$ cat src/rtl/video_frame_scheduler.sv
// -----------------------------------------------------------------------------
// video_frame_scheduler
//
// Purpose:
//   Raster timing generator for the colour-bar video datapath. It keeps
//   video_x/video_y counters, decodes the sync strobes, the visible flag and
//   the line/frame start pulses from those counters, and counts completed
//   frames. It also double-buffers mouse samples so that the mouse state seen
//   by the pixel logic changes only at the start of a frame.
//
// Ports:
//   clock             in   pixel clock, rising edge
//   reset_            in   asynchronous active-low reset
//   mouse_valid       in   single-cycle strobe, mouse_*_in hold a new sample
//   mouse_x_in        in   [8:0] new mouse x
//   mouse_y_in        in   [8:0] new mouse y
//   mouse_pressed_in_ in   new button state, active low
//   video_x           out  [8:0] current pixel column
//   video_y           out  [8:0] current line
//   hsync_            out  horizontal sync, active low
//   vsync_            out  vertical sync, active low
//   visible           out  high inside the visible window
//   line_start        out  high while video_x == 0
//   frame_start       out  high while video_x == 0 and video_y == 0
//   mouse_x           out  [8:0] mouse x, stable for the whole frame
//   mouse_y           out  [8:0] mouse y, stable for the whole frame
//   mouse_pressed_    out  button state, stable for the whole frame
//   frame_count       out  [15:0] completed frames, wraps 65535 -> 0
// -----------------------------------------------------------------------------
`timescale 1ns/1ps

module video_frame_scheduler #(
   parameter int unsigned H_TOTAL      = 448,
   parameter int unsigned V_TOTAL      = 312,
   parameter int unsigned H_VISIBLE    = 352,
   parameter int unsigned V_VISIBLE    = 288,
   parameter int unsigned H_SYNC_START = 384,
   parameter int unsigned H_SYNC_WIDTH = 32,
   parameter int unsigned V_SYNC_START = 296,
   parameter int unsigned V_SYNC_WIDTH = 4
) (
   input  logic        clock,
   input  logic        reset_,
   input  logic        mouse_valid,
   input  logic [8:0]  mouse_x_in,
   input  logic [8:0]  mouse_y_in,
   input  logic        mouse_pressed_in_,
   output logic [8:0]  video_x,
   output logic [8:0]  video_y,
   output logic        hsync_,
   output logic        vsync_,
   output logic        visible,
   output logic        line_start,
   output logic        frame_start,
   output logic [8:0]  mouse_x,
   output logic [8:0]  mouse_y,
   output logic        mouse_pressed_,
   output logic [15:0] frame_count
);

   // Parameter sanity checks, evaluated at elaboration only.
   if (H_TOTAL < 2 || H_TOTAL > 512) begin : g_chk_htotal
      $error("H_TOTAL out of range");
   end
   if (V_TOTAL < 2 || V_TOTAL > 512) begin : g_chk_vtotal
      $error("V_TOTAL out of range");
   end
   if (H_VISIBLE < 1 || H_VISIBLE > H_TOTAL) begin : g_chk_hvis
      $error("H_VISIBLE out of range");
   end
   if (V_VISIBLE < 1 || V_VISIBLE > V_TOTAL) begin : g_chk_vvis
      $error("V_VISIBLE out of range");
   end
   if (H_SYNC_START + H_SYNC_WIDTH > H_TOTAL) begin : g_chk_hsync
      $error("horizontal sync window wraps past H_TOTAL-1");
   end
   if (V_SYNC_START + V_SYNC_WIDTH > V_TOTAL) begin : g_chk_vsync
      $error("vertical sync window wraps past V_TOTAL-1");
   end

   // Window bounds are 10 bits wide so that an end bound of 512 is representable.
   localparam logic [8:0] X_LAST = 9'(H_TOTAL - 1);
   localparam logic [8:0] Y_LAST = 9'(V_TOTAL - 1);
   localparam logic [9:0] H_VIS  = 10'(H_VISIBLE);
   localparam logic [9:0] V_VIS  = 10'(V_VISIBLE);
   localparam logic [9:0] HS_BEG = 10'(H_SYNC_START);
   localparam logic [9:0] HS_END = 10'(H_SYNC_START + H_SYNC_WIDTH);
   localparam logic [9:0] VS_BEG = 10'(V_SYNC_START);
   localparam logic [9:0] VS_END = 10'(V_SYNC_START + V_SYNC_WIDTH);

   logic [8:0]  x_q, x_d;
   logic [8:0]  y_q, y_d;
   logic [15:0] frame_count_q, frame_count_d;

   // Published (frame-stable) mouse state.
   logic [8:0]  mouse_x_q, mouse_x_d;
   logic [8:0]  mouse_y_q, mouse_y_d;
   logic        mouse_pressed_q, mouse_pressed_d;

   // Pending sample, waiting for the next frame wrap.
   logic [8:0]  pend_x_q, pend_x_d;
   logic [8:0]  pend_y_q, pend_y_d;
   logic        pend_pressed_q, pend_pressed_d;
   logic        pend_valid_q, pend_valid_d;

   logic        x_last, y_last, frame_wrap;
   logic [9:0]  x_ext, y_ext;

   assign x_last     = (x_q == X_LAST);
   assign y_last     = (y_q == Y_LAST);
   assign frame_wrap = x_last && y_last;

   // NOTE: every variable driven here gets a default first, so no path can
   // leave it unassigned and infer a latch.
   always_comb begin
      x_d             = x_last ? 9'd0 : x_q + 9'd1;
      y_d             = y_q;
      frame_count_d   = frame_count_q;
      mouse_x_d       = mouse_x_q;
      mouse_y_d       = mouse_y_q;
      mouse_pressed_d = mouse_pressed_q;
      pend_x_d        = pend_x_q;
      pend_y_d        = pend_y_q;
      pend_pressed_d  = pend_pressed_q;
      pend_valid_d    = pend_valid_q;

      if (x_last) begin
         y_d = y_last ? 9'd0 : y_q + 9'd1;
      end

      // Publish uses the pending value as it stood before this edge, so a
      // sample arriving on the wrap edge itself waits for the following frame.
      if (frame_wrap) begin
         frame_count_d = frame_count_q + 16'd1;
         if (pend_valid_q) begin
            mouse_x_d       = pend_x_q;
            mouse_y_d       = pend_y_q;
            mouse_pressed_d = pend_pressed_q;
         end
         pend_valid_d = 1'b0;
      end

      // Last sample in a frame wins.
      if (mouse_valid) begin
         pend_x_d       = mouse_x_in;
         pend_y_d       = mouse_y_in;
         pend_pressed_d = mouse_pressed_in_;
         pend_valid_d   = 1'b1;
      end
   end

   // NOTE: state registers use non-blocking assignments so every flop samples
   // the pre-edge values; the reset branch is asynchronous and needs no clock.
   always_ff @(posedge clock or negedge reset_) begin
      if (!reset_) begin
         x_q             <= 9'd0;
         y_q             <= 9'd0;
         frame_count_q   <= 16'd0;
         mouse_x_q       <= 9'd0;
         mouse_y_q       <= 9'd0;
         mouse_pressed_q <= 1'b1;
         pend_x_q        <= 9'd0;
         pend_y_q        <= 9'd0;
         pend_pressed_q  <= 1'b1;
         pend_valid_q    <= 1'b0;
      end else begin
         x_q             <= x_d;
         y_q             <= y_d;
         frame_count_q   <= frame_count_d;
         mouse_x_q       <= mouse_x_d;
         mouse_y_q       <= mouse_y_d;
         mouse_pressed_q <= mouse_pressed_d;
         pend_x_q        <= pend_x_d;
         pend_y_q        <= pend_y_d;
         pend_pressed_q  <= pend_pressed_d;
         pend_valid_q    <= pend_valid_d;
      end
   end

   // Strobes decode straight from the counter flops, so they move on the same
   // edge as video_x/video_y with no pipeline skew.
   assign x_ext = {1'b0, x_q};
   assign y_ext = {1'b0, y_q};

   assign hsync_      = ~((x_ext >= HS_BEG) && (x_ext < HS_END));
   assign vsync_      = ~((y_ext >= VS_BEG) && (y_ext < VS_END));
   assign visible     = (x_ext < H_VIS) && (y_ext < V_VIS);
   assign line_start  = (x_q == 9'd0);
   assign frame_start = (x_q == 9'd0) && (y_q == 9'd0);

   assign video_x        = x_q;
   assign video_y        = y_q;
   assign frame_count    = frame_count_q;
   assign mouse_x        = mouse_x_q;
   assign mouse_y        = mouse_y_q;
   assign mouse_pressed_ = mouse_pressed_q;

endmodule

$ cat config.mk
export PLATFORM = sky130hd
export DESIGN_NAME = video_frame_scheduler
export DESIGN_NICKNAME = d
export VERILOG_FILES = /design/src/rtl/video_frame_scheduler.sv
export SDC_FILE = /design/constraint.sdc
export NUM_CORES = 1
export LEC_CHECK = 0
export BUFFER_PORTS_ARGS = -buffer_cell sky130_fd_sc_hd__buf_2
export CORE_MARGIN = 3
export CORE_UTILIZATION = 49
export CTS_BUF_LIST = sky130_fd_sc_hd__clkbuf_8
export DETAILED_ROUTE_END_ITERATION = 12
export GPL_ROUTABILITY_DRIVEN = 0
export PLACE_DENSITY_LB_ADDON = 0.05
export SLEW_MARGIN = 20
export SYNTH_ARGS = -nofsm -noshare
export SYNTH_HDL_FRONTEND = slang
export SYNTH_SLANG_ARGS = --single-unit
export TNS_END_PERCENT = 30
$ cat constraint.sdc
create_clock -name clock -period 2.2 [get_ports clock]
set_clock_uncertainty 0.2 [all_clocks]
set_input_delay 0.22 -clock clock [delete_from_list [all_inputs] [get_ports clock]]
set_output_delay 0.22 -clock clock [all_outputs]
set_load 0.05 [all_outputs]
Yosys cells after proc, flatten, opt, wreduce, memory -nomap -nowiden
Cells that the tools add are included.

cells by class
  add/sub/neg operators = 3
  $lt $le $gt $ge = 6
  equal/unequal tests = 2
  multiplexer cells = 4
  bitwise logic cells = 2
  reductions and logical operators = 9

operators with widths
  kind                                                number
  less-than comparator 9 bit (second input constant)  4
  adder 9 x 1 -> 9 bit (second input constant)        2
  equality test 9 bit (second input constant)         2
  >= comparator 9 bit (second input constant)         2
  logical NOT 9 bit                                   2
  2-to-1 mux 9 bit                                    2
  adder 16 x 1 -> 16 bit (second input constant)      1
  logical AND 1 bit                                   5
  2-to-1 mux 1 bit                                    2
  NOT 1 bit                                           2
  AND reduction 2 bit                                 1
  nonzero test 2 bit                                  1

word-level totals
  register bits = 73
  bits of input ports = 22
  output and inout port bits = 58
  logic and storage cells = 36

Logic depth before layout (Yosys ltp)
Gate-level depths: netlist of the first run.

  word-level depth = 4
  gate-level depth with buffers = 8
  gate-level depth less buffers = 5

Worst setup path after synthesis of the first run
Ideal clock, no wire load.

  kind = flip-flop to flip-flop
  from = reg y_q[2], in the netlist video_y[2]
  to = reg mouse_x_q[0], in the netlist mouse_x[0]
  setup time = 125 ps
  arrival time = 2392 ps
  data required time = 1875 ps
  setup slack = -517 ps
  cell stages (with the launch flop) = 9
  path buffers = 3
  period minus slack after synthesis = 2717 ps
  cell sequence = dfrtp_1 -> buf_4 -> nand2_1 -> or4_1 -> buf_2 -> nor3_4 -> nand2_4 -> buf_6 -> mux2_4

between the ends
  cells in the longest elaborated chain, start to end = 3

RTL lines
  what                                  RTL line  source
  start, declared                       92        logic [8:0] y_q, y_d;
  start signal, assigned                168       y_q <= y_d;
  equality test 9 bit                   110       assign y_last = (y_q == Y_LAST);
  logical AND 1 bit                     111       assign frame_wrap = x_last && y_last;
  AND reduction 2 bit (no source line)  n/a
  end signal, assigned                  170       mouse_x_q <= mouse_x_d;
  end, declared                         96        logic [8:0] mouse_x_q, mouse_x_d;

No other way between the ends.
A chain may end at the register's enable or synchronous reset.

Final worst setup path of the first run
  from = reg x_q[8], in the netlist video_x[8]
  to = out frame_start

between the ends
  cells in the longest elaborated chain, start to end = 2

RTL lines
  what                    RTL line  source
  start, declared         91        logic [8:0] x_q, x_d;
  start signal, assigned  156       x_q <= 9'd0;
  start signal, assigned  167       x_q <= x_d;
  logical NOT 9 bit       189       assign frame_start = (x_q == 9'd0) && (y_q == 9'd0);
  logical AND 1 bit       189
  end, declared           54        output logic frame_start,

No other way between the ends.

==> flow_summary.json, run 1 <==
{
  "multi_input_area_sq_um": 1290,
  "drive_above_1_share": 0.493,
  "worst-slew-pin-transition_ns": 0.478,
  "seqCellArea_sq_um": 1850,
  "clock_sinks": 73,
  "slew_headroom": 0.682,
  "io_buffer_count": 79,
  "crit_arrival_ns": 1.68,
  "wirelength_mm": 6.41,
  "worstSetupStartpointType": "register",
  "netlist_area_sq_um": 3170,
  "yosysMostFrequentCell": "dfrtp_1",
  "synth_edf_count": 0,
  "path_cells": "nor4_4 > and4_1 > and3_4 > buf_8",
  "yosysTopAreaCell": "dfrtp_1",
  "ys_types": 35,
  "cts_tree": "done",
  "synth-seq-cells": 73,
  "area_growth_syn_to_layout_pct": 34.2,
  "drc": 0,
  "power_density_nw_per_um2": 651,
  "synth_common_cells": "dfrtp_1, mux2_2, xnor2_1, nand2_1, nand3_1",
  "ys.flop_type": "dfrtp_1",
  "outcome": "finished clean",
  "finalHoldViolCount": 0,
  "htree_levels": 3,
  "required_ns": 1.78,
  "leakagePower_nw": 2.17,
  "fillCellCount": 474,
  "ant_nets": 0,
  "hold_ws_ns": 0.177,
  "fin_crit_ns": 2.10,
  "finalSetupViolations": 0,
  "firstDrtPassIters": 4,
  "start_util": 0.519,
  "cts_buffers": 9,
  "synth_top_cell_area_share": 0.561,
  "postCtsSetupRepairBufs": 0,
  "first_global_vias": 2282,
  "fp.dieW_microns": 86.4,
  "criticalPathCategory": "register to output port",
  "antenna_found_initial": 0,
  "netlist_top_cells_area": "dfrtp_1, mux2_2, xnor2_1, mux2_4, ha_1",
  "avgRoutedWirePerCell_microns": 14.7,
  "slowest_delay_ns": 0.47,
  "die_h_microns": 86.4,
  "drt_iter0_markers": 65,
  "async_flop_share": 1.00,
  "crit_slowest_cell": "dfrtp_2",
  "synth-seq-area-share": 0.578,
  "via_per_inst": 5.13,
  "syn-instance-count": 239,
  "antennaDiodeCount": 0,
  "grt_pass1_wl_mm": 10.6,
  "min_period_over_period": 0.955,
  "ios": 80,
  "fin_nets": 383,
  "clk_latency_ns": 0.33,
  "cap_viol_max_count": 0,
  "dpl_worst_slack_ns": 0.0969,
  "setup_ws_ns": 0.0993,
  "syn_nets": 266,
  "grtUsageTotal": 0.182,
  "clockRootBuffer": "clkbuf_8",
  "grt_max_degree": 39,
  "holdCritPathClass": "input port to async pin",
  "coreArea_sq_um": 6100,
  "cts.clk_slew.worst_paths_ns": 0.08,
  "vias": 2238,
  "avgSynthCellArea_sq_um": 13.3,
  "final_max_slew_viol_count": 0,
  "dieArea_sq_um": 7460,
  "ir_drop_mv": 0.432,
  "crit_path_end_kind": "output port",
  "fmax_ghz": 0.476,
  "final_cells": 436,
  "dp_cells": 400,
  "rsz0062_at_grt": "no",
  "critPathMaxFanout": 7,
  "rows": 28,
  "yosysWarnings": 0,
  "grt_overflow": 0,
  "hpwl_mm": 4.50,
  "cts_buffer_depth": 2
}
## metrics by stage
| step | setup TNS (ns) | instance area (sq um) | utilization | power [mW] |
|---|---|---|---|---|
| after floorplan | -5.90 | 3200 | - | 1.46 |
| after global placement | 0 | 3760 | 0.617 | 1.51 |
| after detailed placement | 0 | 3760 | 0.617 | 1.52 |
| after CTS | 0 | 4210 | 0.690 | 2.80 |
| after global routing | 0 | 4250 | 0.697 | 2.88 |
| final | 0 | 4250 | 0.697 | 2.77 |
## power by group
part / switching, mW / internal (mW) / total (mW)
Clock: 0.497 / 0.755 / 1.25
Sequential: 0.0164 / 1.38 / 1.39
Combinational: 0.0488 / 0.0719 / 0.121
## worst paths after layout
kind,from,to,slack [ns],cells past startpoint
worst max-delay path,video_x[8],frame_start,0.1,4
worst min register to register,frame_count[15],frame_count[15],0.28,1
min in group clock,mouse_valid,pend_valid_q,0.20,2
worst min-delay path,reset_,frame_count[6],0.18,2
max in group asynchronous,reset_,pend_x_q[8],1.08,3
worst max register to register,video_y[6],mouse_x[6],0.11,4
## state kept, by name (all words and copies together) (netlist names)
| signal | count |
|---|---|
| frame_count | 16 |
| mouse_x | 9 |
| mouse_y | 9 |
| pend_x_q | 9 |
| pend_y_q | 9 |
| video_x | 9 |
| video_y | 9 |
| mouse_pressed_ | 1 |
| pend_pressed_q | 1 |
| pend_valid_q | 1 |
## layout by cell type, fill, tap and decap left out, types with 2 or more instances in the layout
| cell type | Yosys | final |
|---|---|---|
| a21oi_1 | 2 | 2 |
| and3_1 | 4 | 3 |
| and4_1 | 5 | 5 |
| buf_2 | 1 | 77 |
| buf_4 | 1 | 15 |
| bufinv_16 | 0 | 3 |
| clkbuf_8 | 0 | 9 |
| dfrtp_1 | 71 | 55 |
| dfrtp_2 | 0 | 16 |
| dfstp_2 | 2 | 2 |
| dlygate4sd3_1 | 0 | 20 |
| ha_1 | 5 | 5 |
| inv_1 | 7 | 8 |
| mux2_2 | 30 | 30 |
| mux2_4 | 10 | 10 |
| nand2_1 | 13 | 13 |
| nand2b_1 | 2 | 2 |
| nand3_1 | 12 | 11 |
| nand4_1 | 9 | 9 |
| nor2_1 | 10 | 10 |
| nor4_1 | 4 | 2 |
| nor4_2 | 1 | 2 |
| nor4_4 | 1 | 2 |
| o211ai_1 | 2 | 2 |
| o21ai_0 | 3 | 3 |
| xnor2_1 | 20 | 20 |
| xor2_1 | 7 | 7 |
## routing by layer
metal	track usage	up-vias	share of wire
met1	0.236	1100	0.45
met5	0	-	0
met2	0.293	54	0.49
li1	-	1076	-
met4	0.0935	0	0.014
met3	0.0333	8	0.045
## area by class of cell
class,count,share of cell area
multi-input cells,150,0.304
flip-flops and latches,73,0.435
well taps,75,0.0221
clock inverters,7,0.0280
repair buffers,115,0.175
inverters,7,0.00618
clock buffers,9,0.0291
## cell families (layout without fill, tap and decap cells)
family | count (synthesis) | in the layout | synth area share
adder cells (fa/ha/maj) | 5 | 5 | 0.0198
buffers and inverters | 16 | 138 | 0.0253
AO/OA/AOI/OAI | 10 | 10 | 0.0201
AND/OR/NAND/NOR | 68 | 68 | 0.128
XOR/XNOR | 27 | 27 | 0.0747
multiplexers | 40 | 40 | 0.154
flip-flops | 73 | 73 | 0.578
## what timing repair did
| action | 4_1_cts | 5_1_grt |
|---|---|---|
| hold buffers | 20 | 0 |
| resized for setup | 1 | 9 |
| endpoints found under the hold margin | 54 | 0 |
| pin swaps | 0 | 3 |
| endpoints found under the setup margin | 1 | 9 |
## critical path, delay by kind of cell (launching register included)
family / cells / cell delay, ns
buf+inv: 1 / 0.14
flops: 1 / 0.47
simple gates: 3 / 0.74
Note: power is estimated with default switching activity, not from simulation.
==> inputs of run 2 (changes only) <==
--- a/config.mk
+++ b/config.mk
@@ -6,11 +6,13 @@
 export NUM_CORES = 1
 export LEC_CHECK = 0
 export BUFFER_PORTS_ARGS = -buffer_cell sky130_fd_sc_hd__buf_2
+export CELL_PAD_IN_SITES_DETAIL_PLACEMENT = 2
+export CELL_PAD_IN_SITES_GLOBAL_PLACEMENT = 2
 export CORE_MARGIN = 3
-export CORE_UTILIZATION = 49
+export CORE_UTILIZATION = 33
 export CTS_BUF_LIST = sky130_fd_sc_hd__clkbuf_8
 export DETAILED_ROUTE_END_ITERATION = 12
-export GPL_ROUTABILITY_DRIVEN = 0
+export GPL_ROUTABILITY_DRIVEN = 1
 export PLACE_DENSITY_LB_ADDON = 0.05
 export SLEW_MARGIN = 20
 export SYNTH_ARGS = -nofsm -noshare
==> flow_summary.json, run 2 (synthesis gave the netlist of run 1 again) <==
{
  "path_cells": "or4_4 > nor3_4 > buf_4 > mux2_2",
  "coreArea_sq_um": 9280,
  "wirelength_mm": 7.85,
  "slew_headroom": 0.674,
  "ir_drop_mv": 0.255,
  "grt_overflow": 0,
  "p_total_mw": 2.59,
  "finalSetupViolations": 0,
  "crit_slowest_cell": "or4_4",
  "fin_nets": 390,
  "rows": 35,
  "cts_buffer_depth": 2,
  "worstSetupStartpoint": "video_y[6]",
  "dieArea_sq_um": 10800,
  "ios": 80,
  "worstSetupStartpointType": "register",
  "avgRoutedWirePerCell_microns": 15.8,
  "rsz0062_at_grt": "yes",
  "cap_viol_max_count": 0,
  "antennaDiodeCount": 0,
  "power.share.clock": 0.414,
  "min_period_over_period": 0.979,
  "hold_ws_ns": 0.191,
  "criticalPathCategory": "register to register",
  "grt_pass1_wl_mm": 13.7,
  "antenna_found_initial": 0,
  "holdCritPathClass": "input port to async pin",
  "drt_iter0_markers": 28,
  "io_buffer_count": 79,
  "grt_max_degree": 40,
  "crit_arrival_ns": 2.18,
  "cts_buffers": 9,
  "firstDrtPassIters": 4,
  "rr_endpoint": "frame_count[1]",
  "clock_sinks": 73,
  "cts.clk_slew.worst_paths_ns": 0.08,
  "required_ns": 2.23,
  "ant_nets": 0,
  "crit_end": "frame_count[1]",
  "leakagePower_nw": 2.21,
  "p_sw_mw": 0.587,
  "fin_crit_ns": 2.15,
  "p_seq_frac": 0.538,
  "r2r.worst_path.cells": 4,
  "power_density_nw_per_um2": 596,
  "regToRegStartpoint": "video_y[6]",
  "fillCellCount": 976,
  "via_per_inst": 4.66,
  "clockRootBuffer": "clkbuf_8",
  "combPwrFrac": 0.048,
  "start_util": 0.341,
  "area_growth_syn_to_layout_pct": 37.4,
  "worst-slew-pin-transition_ns": 0.489,
  "place_congestion": 0.725,
  "grtUsageTotal": 0.156,
  "htree_levels": 3,
  "drive_above_1_share": 0.508,
  "fp.dieW_microns": 104,
  "outcome": "finished clean",
  "crit_path_end_kind": "register",
  "layout.cells.most_common": "buf_2",
  "first_global_vias": 2647,
  "rrSetupSlack_ns": 0.05,
  "die_h_microns": 104,
  "critPathMaxFanout": 8,
  "fmax_ghz": 0.464,
  "finalHoldViolCount": 0,
  "slowest_delay_ns": 0.62,
  "power.internal_mw": 2.01,
  "switching_share": 0.226,
  "drc": 0,
  "layout_common_cells": "buf_2, dfrtp_1, mux2_2",
  "vias": 2316,
  "clk_latency_ns": 0.34,
  "final_max_slew_viol_count": 0,
  "cts_tree": "done",
  "largest_reg_flops": 16,
  "hpwl_mm": 5.64
}
-- run 2: power by group through the flow --
stage | Clock [mW] | Sequential [mW] | Combinational [mW]
after floorplan | 0 | 1.42 | 0.0430
after global placement | 0 | 1.42 | 0.0970
after detailed placement | 0 | 1.42 | 0.100
after CTS | 1.12 | 1.40 | 0.127
after global routing | 1.18 | 1.40 | 0.141
final | 1.07 | 1.39 | 0.124
-- run 2: layout make-up --
cell class / count / area [sq um] / share of cell area
well taps: 129 / 161 / 0.0371
clock inverters: 6 / 67.6 / 0.0155
repair buffers: 122 / 801 / 0.184
inverters: 7 / 26.3 / 0.00604
multi-input cells: 150 / 1310 / 0.301
clock buffers: 10 / 138 / 0.0316
flip-flops and latches: 73 / 1850 / 0.425
-- run 2: worst max-delay path: cells and delay by family (launching register included) --
family	cells	cell delay [ns]
and+or+nand+nor	2	0.87
muxes	1	0.34
buffers and inverters	1	0.23
DFF	1	0.41
-- run 2: repair_timing --
action	4_1_cts	5_1_grt
resized for setup	2	11
buffers inserted	0	0
hold buffers	20	0
cloned	0	0
setup endpoints to repair	1	32
endpoints found under the hold margin	53	0
pin swaps	0	3
-- run 2: through the flow --
stage                     TNS, ns  cell area, sq um  setup slack (ns)  cells   util
after floorplan             -5.90              3200            -0.321    239      -
after detailed placement        0              3890            0.0632    462  0.419
final                           0              4350            0.0463    497  0.469
after global routing      -0.0662              4350           -0.0435    497  0.469
after global placement          0              3890            0.0876    462  0.419
after CTS                       0              4300            0.0112    498  0.463
-- run 2: worst min path at each step --
stage          startpoint              to  slack, ns  cells after the start
6_report           reset_      video_y[1]       0.19                      2
2_1_floorplan      reset_  frame_count[0]      -0.28                      0
4_1_cts            reset_      video_y[1]       0.19                      2
3_3_place_gp       reset_      video_y[1]       0.01                      1
5_1_grt            reset_      video_y[1]       0.22                      2
3_5_place_dp       reset_      video_y[1]       0.02                      1
-- run 2: metal layers --
metal  track usage  vias to the layer above  share of wire
li1              -                     1082              -
met1         0.188                     1180           0.43
met2         0.278                       47           0.53
met3        0.0341                        7          0.033
met4        0.0513                        0         0.0097
met5             0                        -              0
